**config.mk**
```make
export PLATFORM = sky130hd
export DESIGN_NAME = fetch_unit_flat
export DESIGN_NICKNAME = d
export VERILOG_FILES = /design/src/rtl/fetch_unit_if.sv /design/src/rtl/fetch_unit.sv /design/src/flat_wrapper.sv
export SDC_FILE = /design/constraint.sdc
export NUM_CORES = 1
export LEC_CHECK = 0
export CAP_MARGIN = 20
export CORE_UTILIZATION = 45
export DETAILED_ROUTE_END_ITERATION = 7
export PLACE_DENSITY_LB_ADDON = 0.05
export SLEW_MARGIN = 20
export SYNTH_ARGS = -nofsm -noshare
export SYNTH_HDL_FRONTEND = slang
export SYNTH_SLANG_ARGS = --single-unit
```
**constraint.sdc**
```tcl
create_clock -name clk -period 2.6 [get_ports clk]
set_input_delay 0.39 -clock clk [delete_from_list [all_inputs] [get_ports clk]]
set_output_delay 0.39 -clock clk [all_outputs]
set_load 0.01 [all_outputs]
```
**src/rtl/fetch_unit_if.sv**
```systemverilog
// Instruction-memory read port: req/gnt address phase, rvalid/rdata/err response phase.
interface fetch_unit_if #(
  parameter int XLEN = 32
);
  logic            imem_req;
  logic [XLEN-1:0] imem_addr;
  logic            imem_gnt;
  logic            imem_rvalid;
  logic [31:0]     imem_rdata;
  logic            imem_err;

  modport master (
    output imem_req, imem_addr,
    input  imem_gnt, imem_rvalid, imem_rdata, imem_err
  );

  modport slave (
    input  imem_req, imem_addr,
    output imem_gnt, imem_rvalid, imem_rdata, imem_err
  );
endinterface

```
**src/rtl/fetch_unit.sv**
```systemverilog
// Fetch stage: one imem read per FETCH phase into IR, stall until the word lands (min 3 cycles); PC advance in WRITEBACK.
// Optional FETCH_TIMEOUT_EN adds a watchdog that aborts REQ/WAIT after TIMEOUT_CYCLES and flags a fetch fault.
module fetch_unit #(
  parameter int              XLEN           = 32,
  parameter logic [XLEN-1:0] RESET_PC       = '0,
  parameter int              TIMEOUT_CYCLES = 16
) (
  input  logic            clk,
  input  logic            reset_n,
  input  logic [1:0]      phase,
  input  logic            pc_load,
  input  logic [XLEN-1:0] pc_target,
  fetch_unit_if.master    imem,
  output logic [31:0]     instr,
  output logic            instr_valid,
  output logic [XLEN-1:0] pc,
  output logic            stall,
  output logic            fetch_fault
);

  localparam logic [1:0]  PH_FETCH = 2'd0;
  localparam logic [1:0]  PH_WB    = 2'd3;
  localparam logic [31:0] NOP      = 32'h0000_0013;

  typedef enum logic [1:0] {S_IDLE, S_REQ, S_WAIT, S_DONE} state_e;

  state_e          state_q, state_d;
  logic [31:0]     instr_q, instr_d;
  logic            valid_q, valid_d;
  logic            fault_q, fault_d;
  logic [XLEN-1:0] pc_q, pc_d;
  logic [1:0]      phase_q;
  logic            capture;
  logic            timeout;
  logic            busy;
  logic            unused_ok;

  assign busy      = (state_q == S_REQ) || (state_q == S_WAIT);
  assign unused_ok = ^pc_target[1:0];

`ifdef FETCH_TIMEOUT_EN
  localparam int CW = $clog2(TIMEOUT_CYCLES + 1);
  logic [CW-1:0] cnt_q, cnt_d;

  assign timeout = busy && (cnt_q == CW'(TIMEOUT_CYCLES - 1));

  always_comb begin
    cnt_d = cnt_q;
    if (state_q == S_IDLE) begin
      cnt_d = '0;
    end else if (busy) begin
      cnt_d = cnt_q + CW'(1);
    end
  end

  always_ff @(posedge clk or negedge reset_n) begin
    if (!reset_n) begin
      cnt_q <= '0;
    end else begin
      cnt_q <= cnt_d;
    end
  end
`else
  // Watchdog compiled out: never fires.
  assign timeout = (TIMEOUT_CYCLES < 0);
`endif

  always_comb begin
    state_d = state_q;
    instr_d = instr_q;
    valid_d = valid_q;
    fault_d = fault_q;
    capture = 1'b0;

    case (state_q)
      S_IDLE: begin
        if (phase == PH_FETCH) begin
          state_d = S_REQ;
          valid_d = 1'b0;
          fault_d = 1'b0;
        end
      end
      S_REQ: begin
        if (imem.imem_gnt && imem.imem_rvalid) begin
          capture = 1'b1;
        end else if (!timeout && imem.imem_gnt) begin
          state_d = S_WAIT;
        end
      end
      S_WAIT: begin
        capture = imem.imem_rvalid;
      end
      S_DONE: begin
        if (phase != PH_FETCH) begin
          state_d = S_IDLE;
        end
      end
      default: state_d = S_IDLE;
    endcase

    // A response landing on the watchdog's last cycle still wins.
    if (capture) begin
      state_d = S_DONE;
      if (imem.imem_err) begin
        instr_d = NOP;
        valid_d = 1'b0;
        fault_d = 1'b1;
      end else begin
        instr_d = imem.imem_rdata;
        valid_d = 1'b1;
      end
    end else if (timeout) begin
      state_d = S_DONE;
      instr_d = NOP;
      valid_d = 1'b0;
      fault_d = 1'b1;
    end
  end

  // PC moves only on the first cycle of a WRITEBACK phase, however long it is held.
  always_comb begin
    pc_d = pc_q;
    if ((phase == PH_WB) && (phase_q != PH_WB)) begin
      pc_d = pc_load ? {pc_target[XLEN-1:2], 2'b00} : pc_q + XLEN'(4);
    end
  end

  always_ff @(posedge clk or negedge reset_n) begin
    if (!reset_n) begin
      state_q <= S_IDLE;
      instr_q <= NOP;
      valid_q <= 1'b0;
      fault_q <= 1'b0;
      pc_q    <= RESET_PC;
      phase_q <= PH_FETCH;
    end else begin
      state_q <= state_d;
      instr_q <= instr_d;
      valid_q <= valid_d;
      fault_q <= fault_d;
      pc_q    <= pc_d;
      phase_q <= phase;
    end
  end

  assign imem.imem_req  = (state_q == S_REQ);
  assign imem.imem_addr = pc_q;
  assign instr          = instr_q;
  assign instr_valid    = valid_q;
  assign fetch_fault    = fault_q;
  assign pc             = pc_q;
  assign stall          = (phase == PH_FETCH) && (state_q != S_DONE);

endmodule

```
**src/flat_wrapper.sv**
```systemverilog
// flat-port wrapper written by rule: the top's interface ports become plain ports
module fetch_unit_flat 
#(
  parameter int              XLEN           = 32,
  parameter logic [XLEN-1:0] RESET_PC       = '0,
  parameter int              TIMEOUT_CYCLES = 16
)
  (clk, reset_n, phase, pc_load, pc_target, instr, instr_valid, pc, stall, fetch_fault, imem_imem_req, imem_imem_addr, imem_imem_gnt, imem_imem_rvalid, imem_imem_rdata, imem_imem_err);
  fetch_unit_if #(.XLEN(XLEN)) imem_i ();
  input  logic clk;
  input  logic reset_n;
  input  logic [1:0] phase;
  input  logic pc_load;
  input  logic [XLEN-1:0] pc_target;
  output logic [31:0] instr;
  output logic instr_valid;
  output logic [XLEN-1:0] pc;
  output logic stall;
  output logic fetch_fault;
  output wire logic [$bits(imem_i.imem_req)-1:0] imem_imem_req;
  output wire logic [$bits(imem_i.imem_addr)-1:0] imem_imem_addr;
  input wire logic [$bits(imem_i.imem_gnt)-1:0] imem_imem_gnt;
  input wire logic [$bits(imem_i.imem_rvalid)-1:0] imem_imem_rvalid;
  input wire logic [$bits(imem_i.imem_rdata)-1:0] imem_imem_rdata;
  input wire logic [$bits(imem_i.imem_err)-1:0] imem_imem_err;
  assign imem_imem_req = imem_i.imem_req;
  assign imem_imem_addr = imem_i.imem_addr;
  assign imem_i.imem_gnt = imem_imem_gnt;
  assign imem_i.imem_rvalid = imem_imem_rvalid;
  assign imem_i.imem_rdata = imem_imem_rdata;
  assign imem_i.imem_err = imem_imem_err;
  fetch_unit #(.XLEN(XLEN), .RESET_PC(RESET_PC), .TIMEOUT_CYCLES(TIMEOUT_CYCLES)) u_core (.clk(clk), .reset_n(reset_n), .phase(phase), .pc_load(pc_load), .pc_target(pc_target), .imem(imem_i), .instr(instr), .instr_valid(instr_valid), .pc(pc), .stall(stall), .fetch_fault(fetch_fault));
endmodule
```
==> summary.txt <==
Layout
  – Register area: 1710 um2
  – Net total in the final layout: 684
  – Area delta synth->final: 42.3%
  – Area of combinational cells with multiple inputs: 1970 um2
  – Antenna Diode Count: 0
  – Most frequent standard cell in the layout excluding fill and tap cells: clkdlybuf4s50_1
  – Post-route non-filler standard cell count: 720
  – Number of fillers in the final layout: 734
  – Fraction of layout instances using a drive strength above 1: 6.05%
  – Top library cells by usage in the layout, fill and taps aside: 163 x clkdlybuf4s50_1, 91 x nand2_1, 65 x dfrtp_1, 30 x nand3b_1, 26 x o21ai_0

Timing
  – Worst hold slack after final layout: 49.9 ps
  – Time the final worst path needs with I/O delays and setup: 2210 ps
  – Number of hold violations in the final report: 0
  – Remaining max-slew budget at the tightest pin: 38.7%
  – Transition time of the tightest slew-check pin: 917 ps
  – RSZ-0062 raised after global routing: false
  – Highest attainable clock frequency: 453 MHz
  – Maximum clock skew at final layout: 14.3 ps
  – Total negative setup slack: 0 ps
  – Part of the cycle the worst path needs: 84.9%
  – Final setup fails: 0
  – Final max-slew violation count: 0

Floorplanning
  – Number of rows in the core area: 34
  – Starting density of the core: 46.8%
  – Core Region: 8760 um2
  – Die height: 97.4 um
  – Number of top-level design ports: 172
  – Total Die Area: 9490 um2
  – Die width: 97.4 um

Route
  – Avg Vias per Cell: 5.68
  – DRC: 0
  – Initial drt markers: 215
  – Antenna violation net count after detailed routing: 0
  – Routed via count: 4092
  – 1st-pass router iterations: 5
  – Routed wire length per instance: 16.0 um
  – DRT Wirelength: 11.5 mm

Setup path
  – Capture instance of the worst register-to-register path: u_core.imem.imem_addr[18]
  – Arrival time at the worst endpoint: 1820 ps
  – Biggest fanout along the worst timing path: 4
  – Worst setup path start: u_core.state_q[0]
  – Cells on worst reg2reg path: 5
  – Endpoint type of the worst setup path: output port
  – Reg-to-Reg Start: u_core.imem.imem_addr[2]
  – Critical Path End: stall
  – Kind of start point of the critical path: flop
  – R2r setup slk: 500 ps
  – Worst path required time: 2210 ps
  – WS Path Type: reg2out

Yosys
  – Syn. warnings: 0
  – Dominant register cell in the synthesized netlist: dfrtp_1
  – Number of distinct library cells after synthesis: 56
  – Number of flip-flops and latches in the synthesized netlist: 68
  – Number of flops mapped to enable cells by yosys: 0
  – Cell count after synthesis: 484
  – Average footprint of a synthesized cell: 8.47 um2
  – Share of synthesized area occupied by flip-flops and latches: 41.6%
  – Area of the mapped netlist: 4100 um2
  – Async set-or-reset flop fraction in the synthesized netlist: 100%

Worst hold path
  – Type of the worst min-delay path: in2async

Clock tree
  – CTS H-tree lvls: 3
  – Maximum clock path buffer count: 2
  – CTS clk-pin slew, worst paths: 80 ps
  – Number of setup buffers added after CTS: 0
  – # hold bufs at CTS: 0
  – Clk Latency, worst-skew pair: 350 ps
  – Total of cells resized after clock tree synthesis: 0
  – Total number of clock tree sinks: 68
  – Root buffer selected by CTS: clkbuf_8
  – Cts bufs inserted: 9
  – Clock tree from TritonCTS: built

Run status
  – Status: finished clean

Job
  – Maximum capacitance violations: 0

Global routing
  – Number of global-route vias before repair: 3925
  – Wire length of the first global-routing pass: 19.1 mm
  – Initial antenna violation count: 0
  – Total routing usage reported by global routing: 24.7%
  – Global route overflow: 0
  – Largest net degree at the start of global routing: 69

Power
  – Power per unit of standard cell area: 793 nW/um2
  – Leak: 2.42 nW
  – Max rail drop VDD: 0.000619 V

Placement
  – Detailed Place HPWL: 7.96 mm
  – Routability-driven placement congestion ratio: 0.815
  – Post-Place Cells: 704
  – Count of buffers inserted at the top-level ports: 165
[layer usage]
| metal | global-route usage [%] | vias to the layer above | share of wire [%] |
|---|---|---|---|
| li1 | - | 1959 | - |
| met1 | 31.1 | 1955 | 42 |
| met2 | 41.1 | 159 | 49 |
| met3 | 6.04 | 19 | 7.2 |
| met4 | 9.16 | 0 | 1.8 |
| met5 | 0 | - | 0 |
[cell families after synthesis]
family	count (synthesis)	share of synthesized area, %
flops	68	41.6
other cells	1	0.0915
mux	3	0.733
fa+ha+maj	5	1.53
simple gates	228	29.1
compound gates	100	16.2
buf+inv	79	10.7
[layout make-up]
class	instances	share of cell area, %
clock buffers	10	2.19
clock inverters	6	1.52
inverters	11	0.708
multi-input cells	340	33.7
flip-flops and latches	68	29.2
well taps	108	2.32
repair buffers	177	30.3
[per-stage QoR]
| step | setup slack, ps | area (um2) | total power, W | utilization (%) |
|---|---|---|---|---|
| finish | 393 | 5830 | 0.00463 | 66.6 |
| global route | 276 | 5830 | 0.00493 | 66.6 |
| CTS | 359 | 5830 | 0.00466 | 66.6 |
| detailed placement | 419 | 5620 | 0.00368 | 64.1 |
| global placement | 434 | 5620 | 0.00361 | 64.1 |
| floorplan | 771 | 4110 | 0.00263 | - |
[Yosys cell counts (all sizes together) (2+ instances only)]
library cell	count	area, um2
a211o	2	17.5
a211oi	5	37.5
a21oi	24	120
a22oi	2	15.0
a311o	3	30.0
a32oi	2	17.5
a41o	3	30.0
and3	4	25.0
and4	4	35.0
buf	43	304
clkbuf	25	93.8
dfrtp	65	1630
dfstp	3	78.8
ha	5	62.6
inv	11	41.3
mux2i	3	30.0
nand2	91	342
nand3	16	85.1
nand3b	30	225
nand4	19	125
nor2	21	78.8
nor2b	3	18.8
nor3	14	70.1
nor4	16	106
nor4b	2	17.5
o21ai	26	130
o21bai	4	30.0
o22ai	3	18.8
o311ai	4	35.0
o31a	4	35.0
o31ai	7	52.6
or3	2	12.5
or4	2	18.8
or4b	2	20.0
[critical path: stages, from the launching register on]
cell,delay (ps)
dfrtp_1,420
ha_1,260
nor3_1,210
clkdlybuf4s50_1,590
[worst min path at each step]
stage               startpoint                  endpoint
2_1_floorplan          reset_n        u_core.fetch_fault
3_3_place_gp   u_core.instr[4]           u_core.instr[4]
3_5_place_dp           reset_n  u_core.imem.imem_addr[4]
4_1_cts                reset_n  u_core.imem.imem_addr[4]
5_1_grt                reset_n  u_core.imem.imem_addr[4]
6_report               reset_n  u_core.imem.imem_addr[4]
[state kept, by name, indices dropped and copies added (netlist names)]
register               count
u_core.phase_q             2
u_core.state_q             2
u_core.instr_valid         1
u_core.fetch_fault         1
u_core.instr              32
u_core.imem.imem_addr     30
[power by group]
group          internal [W]  total, W  switching (W)
logic               0.00106   0.00195       0.000892
clock network      0.000540  0.000974       0.000433
registers           0.00140   0.00170       0.000300
total               0.00300   0.00463        0.00162
No activity file was read; power rests on OpenSTA's default activity.
